### src/rtl/instr_fetch_unit.sv
// Instruction fetch unit: owns PC, old-PC and instruction registers and fetches
// one instruction per request over a valid/ready request, valid-only response bus.
module instr_fetch_unit #(
    parameter int                    ADDR_WIDTH = 32,
    parameter int                    DATA_WIDTH = 32,
    parameter logic [ADDR_WIDTH-1:0] RESET_PC   = '0
) (
    input  logic                  clk,
    input  logic                  rst,
    input  logic                  i_fetch_req,
    input  logic                  i_pc_update,
    input  logic [ADDR_WIDTH-1:0] i_pc_next,
    output logic                  o_mem_req_valid,
    input  logic                  i_mem_req_ready,
    output logic [ADDR_WIDTH-1:0] o_mem_addr,
    input  logic                  i_mem_resp_valid,
    input  logic [DATA_WIDTH-1:0] i_mem_rdata,
    input  logic                  i_mem_err,
    output logic [ADDR_WIDTH-1:0] o_pc,
    output logic [ADDR_WIDTH-1:0] o_old_pc,
    output logic [DATA_WIDTH-1:0] o_instr,
    output logic [6:0]            o_op,
    output logic [2:0]            o_func_3,
    output logic                  o_func_7_5,
    output logic                  o_fetch_done,
    output logic                  o_fetch_err,
    output logic                  o_busy
);

    localparam logic [DATA_WIDTH-1:0] NOP_INSTR = DATA_WIDTH'(32'h0000_0013);

    typedef enum logic [2:0] {
        S_IDLE,
        S_REQ,
        S_WAIT,
        S_DONE,
        S_ERR
    } state_t;

    state_t                  state_q, state_d;
    logic [ADDR_WIDTH-1:0]   pc_q, pc_d;
    logic [ADDR_WIDTH-1:0]   old_pc_q, old_pc_d;
    logic [DATA_WIDTH-1:0]   instr_q, instr_d;
    logic [ADDR_WIDTH-1:0]   addr_q, addr_d;
    logic                    mis_err_q, mis_err_d;

    always_comb begin
        state_d   = state_q;
        pc_d      = pc_q;
        old_pc_d  = old_pc_q;
        instr_d   = instr_q;
        addr_d    = addr_q;
        mis_err_d = 1'b0;

        // PC writes are independent of the fetch sequence; the in-flight address lives in addr_q.
        if (i_pc_update) begin
            pc_d = i_pc_next;
        end

        case (state_q)
            S_IDLE: begin
                if (i_fetch_req) begin
                    if (pc_q[1:0] == 2'b00) begin
                        addr_d  = pc_q;
                        state_d = S_REQ;
                    end else begin
                        mis_err_d = 1'b1;
                    end
                end
            end
            S_REQ: begin
                if (i_mem_req_ready) begin
                    state_d = S_WAIT;
                end
            end
            S_WAIT: begin
                if (i_mem_resp_valid) begin
                    if (i_mem_err) begin
                        state_d = S_ERR;
                    end else begin
                        instr_d  = i_mem_rdata;
                        old_pc_d = addr_q;
                        state_d  = S_DONE;
                    end
                end
            end
            S_DONE:  state_d = S_IDLE;
            S_ERR:   state_d = S_IDLE;
            default: state_d = S_IDLE;
        endcase
    end

    always_ff @(posedge clk) begin
        if (rst) begin
            state_q   <= S_IDLE;
            pc_q      <= RESET_PC;
            old_pc_q  <= RESET_PC;
            instr_q   <= NOP_INSTR;
            addr_q    <= '0;
            mis_err_q <= 1'b0;
        end else begin
            state_q   <= state_d;
            pc_q      <= pc_d;
            old_pc_q  <= old_pc_d;
            instr_q   <= instr_d;
            addr_q    <= addr_d;
            mis_err_q <= mis_err_d;
        end
    end

    assign o_mem_req_valid = (state_q == S_REQ);
    assign o_mem_addr      = addr_q;
    assign o_pc            = pc_q;
    assign o_old_pc        = old_pc_q;
    assign o_instr         = instr_q;
    assign o_op            = instr_q[6:0];
    assign o_func_3        = instr_q[14:12];
    assign o_func_7_5      = instr_q[30];
    assign o_fetch_done    = (state_q == S_DONE);
    // Misalignment is flagged from IDLE, so it does not raise o_busy.
    assign o_fetch_err     = (state_q == S_ERR) | mis_err_q;
    assign o_busy          = (state_q != S_IDLE);

endmodule

### config.mk
export PLATFORM = sky130hd
export DESIGN_NAME = instr_fetch_unit
export DESIGN_NICKNAME = d
export VERILOG_FILES = /design/src/rtl/instr_fetch_unit.sv
export SDC_FILE = /design/constraint.sdc
export NUM_CORES = 1
export LEC_CHECK = 0
export CAP_MARGIN = 20
export CORE_MARGIN = 4
export CORE_UTILIZATION = 44
export CTS_BUF_LIST = sky130_fd_sc_hd__clkbuf_4 sky130_fd_sc_hd__clkbuf_8 sky130_fd_sc_hd__clkbuf_16
export CTS_CLUSTER_SIZE = 10
export DETAILED_ROUTE_END_ITERATION = 7
export PLACE_DENSITY = 0.81
export SYNTH_ARGS = -nofsm -noshare
export SYNTH_HDL_FRONTEND = slang
export SYNTH_SLANG_ARGS = --single-unit
### constraint.sdc
create_clock -name clk -period 2 [get_ports clk]
set_input_delay 0.4 -clock clk [delete_from_list [all_inputs] [get_ports clk]]
set_output_delay 0.4 -clock clk [all_outputs]
set_load 0.02 [all_outputs]
==> flow_metrics.tcl, run 1 <==
set metrics [dict create \
    status "completed" \
    ctsHoldBuffers 0 \
    htreeDepth 4 \
    power.density_nw_per_um2 780 \
    clkPwrFrac_pct 45.5 \
    routed.top_layer "met4" \
    setup.worst_path.class "reg -> out" \
    fin_crit_sh_pct 94.5 \
    dp_hpwl_mm 10.0 \
    place_inst 865 \
    nets 787 \
    io_pins 214 \
    ant_nets 0 \
    cts_made_buffers 17 \
    finalPower_mw 6.44 \
    diodes 0 \
    power_switching_mw 1.48 \
    hold_start "rst" \
    critPathTopFamily "buffers and inverters" \
    p_sw_share_pct 22.9 \
    cp_max_fo 5 \
    critPathLaunchType "flop" \
    cts_buffer_depth 2 \
    vias 4228 \
    std_cell_rows 40 \
    critical_path_required_ps 1600 \
    synth_warnings 0 \
    worstMarginPinSlew_ps 408 \
    insertion_delay_ps 400 \
    wl_mm 13.8 \
    min_to "o_pc[31]" \
    route.detailed.drc 0 \
    die_w_um 119 \
    slowest_delay_ps 650 \
    worstSetupEndpointType "output port" \
    drt_iter0_markers 201 \
    setup_violations 0 \
    initial_core_util_pct 45.2 \
    gp_congestion 0.823 \
    gr-total-overflow 0 \
    synth.distinct_cells 22 \
    wl_met3_mm 1.23 \
    grt_pass1_vias 4387 \
    grt_use_total_pct 19.6 \
    worst-r2r-cell-count 4 \
    cts.sinks 132 \
    cts_setup_buffers 0 \
    finalSetupTns_ps 0 \
    yosys.area.top_type "dfxtp_1" \
    netlist_instances 518 \
    antenna_found_initial 0 \
    synthesis.area_sq_um 5450 \
    cts.reportedPaths.clkPinSlew_ps 60 \
    min_period_ps 1890 \
    syn-num-nets 589 \
    die_h_um 119 \
    p_int_mw 4.96 \
    drtPass1Iterations 4 \
    wl_met1_mm 6.06 \
    fmax_mhz 529 \
    max_cap_violations 0 \
    rsz0062_at_grt "false" \
    wire_per_inst_um 15.4 \
    path_cells "clkdlybuf4s50_1" \
    p_leak_nw 3.04 \
    arrival_ps 1490 \
    ys_top_cells_by_area "dfxtp_1 (48%), mux2i_1 (23%), nand2b_1 (18%)" \
    final_max_slew_viol_count 0 \
    finClkSkew_ps 7.73 \
    area_delta_synth_final_pct 51.3 \
    numPortBuffers 213 \
    vias_per_cell 4.71 \
    num-fill-cells 937 \
    cts_tree "built" \
    power_frac_seq_pct 42.9 \
    seq_area_frac_synth_pct 48.5 \
    crit_start "o_pc[0]" \
    final_layout_size_suffix_gt1_share_pct 7.00 \
    stdcell_count 897 \
    synth-seq-cells 132 \
    timing_hold_violations_final 0 \
    cts_resized 5 \
    synthDominantCellAreaShare_pct 48.5 \
    crit_buf_inv 1 \
    syn_area_per_cell_sq_um 10.5 \
    hp-class "in -> reg" \
    die_area_sq_um 14200 \
    r2r_start "state_q[2]" \
    max_slew_margin_pct 72.8 \
    ir_drop_uv 486 \
    ff2ff_setup_slack_ps 460 \
    core-area_sq_um 12100 \
    comb_power_share_pct 11.6 \
    grt_max_degree 68 \
    hold_path_depth 2 \
    grt_pass1_wl_mm 22.7 \
    crit_slowest_cell "clkdlybuf4s50_1" \
    regToRegEndpoint "o_mem_addr[17]" \
    wl_met2_mm 6.38 \
    cts_root_buf "clkbuf_16" \
]
[how the worst max path moves through the flow]
stage,depth (start not counted),end
after floorplan,4,o_mem_addr[10]
after global placement,6,o_instr[12]
after detailed placement,6,o_instr[1]
after CTS,3,o_fetch_err
after global routing,1,o_pc[1]
final,1,o_pc[0]
[layout make-up]
| cell class | instances | area (sq um) | share of cell area [%] |
|---|---|---|---|
| Sequential cell | 132 | 2650 | 32.1 |
| Multi-Input combinational cell | 340 | 2530 | 30.6 |
| Timing Repair Buffer | 225 | 2300 | 27.9 |
| Clock buffer | 24 | 490 | 5.94 |
| Tap cell | 168 | 210 | 2.55 |
| Clock inverter | 8 | 77.6 | 0.940 |
[registers in the layout, indices dropped and copies added, names as in the netlist]
| register | count |
|---|---|
| o_mem_addr | 32 |
| o_pc | 32 |
| o_old_pc | 32 |
| state_q | 3 |
| mis_err_q | 1 |
| o_instr | 32 |
[cells in the mapped netlist]
cell and number:
o311a_1 1, and3b_1 1, buf_6 9, a21o_1 1, nor3b_1 3, clkbuf_1 22
buf_4 12, nor4_1 1, dfxtp_1 132, or3_1 1, o21ai_0 1, nor4b_1 1
nor3_1 2, or2_4 1, buf_2 3, mux2i_1 126, nand2b_1 153, nand2_1 2
a21boi_0 1, nor4_4 1, nor2_1 42, nand3b_1 2
[metal layers]
metal,vias up,global-route usage [%]
li1,2085,-
met3,17,7.74
met1,1969,23.6
met2,157,32.2
met4,0,5.87
met5,-,0
[placed cells by master (no fill, tap or decap), drive strengths merged, types with 3 or more instances in the layout]
cell,n
clkdlybuf4s50,207
nand2b,153
dfxtp,132
mux2i,126
nor2,42
clkbuf,24
buf,14
clkinv,5
nor3b,3
dlygate4sd2,3
[kinds of logic after synthesis]
logic type | after synthesis | share of synthesized area, %
flip-flops | 132 | 48.5
AND/OR/NAND/NOR | 210 | 22.6
buffers and inverters | 46 | 5.30
AO/OA/AOI/OAI | 4 | 0.551
multiplexers | 126 | 23.1
[worst register-to-register path: stages (launching register included)]
cell,delay (ps)
dfxtp_1,350
or2_4,290
nor4_4,270
buf_12,290
mux2i_1,260
[power by group through the flow]
stage | clock [mW] | sequential (mW) | combinational, mW
after floorplan | 0 | 2.89 | 0.320
after global placement | 0 | 2.81 | 0.741
after detailed placement | 0 | 2.82 | 0.752
after CTS | 2.99 | 2.76 | 0.753
after global routing | 3.09 | 2.77 | 0.798
final | 2.93 | 2.76 | 0.746
[stage by stage]
stage	util, %	hold WS (ps)	worst slack (ps)	cell area (sq um)
finish	68.4	406	110	8250
global route	68.4	414	41.9	8250
CTS	68.4	396	21.3	8250
detailed placement	63.7	462	138	7680
global placement	63.7	456	197	7680
floorplan	-	529	565	5450
No activity file was read; power rests on OpenSTA's default activity.
==> inputs of run 2 (changes only) <==
--- a/config.mk
+++ b/config.mk
@@ -11,6 +11,7 @@
 export CTS_BUF_LIST = sky130_fd_sc_hd__clkbuf_4 sky130_fd_sc_hd__clkbuf_8 sky130_fd_sc_hd__clkbuf_16
 export CTS_CLUSTER_SIZE = 10
 export DETAILED_ROUTE_END_ITERATION = 7
+export HOLD_SLACK_MARGIN = 0.03
 export PLACE_DENSITY = 0.81
 export SYNTH_ARGS = -nofsm -noshare
 export SYNTH_HDL_FRONTEND = slang
==> results of run 2 <==
No change in the layout: final DEF, timing and power equal those of run 1.
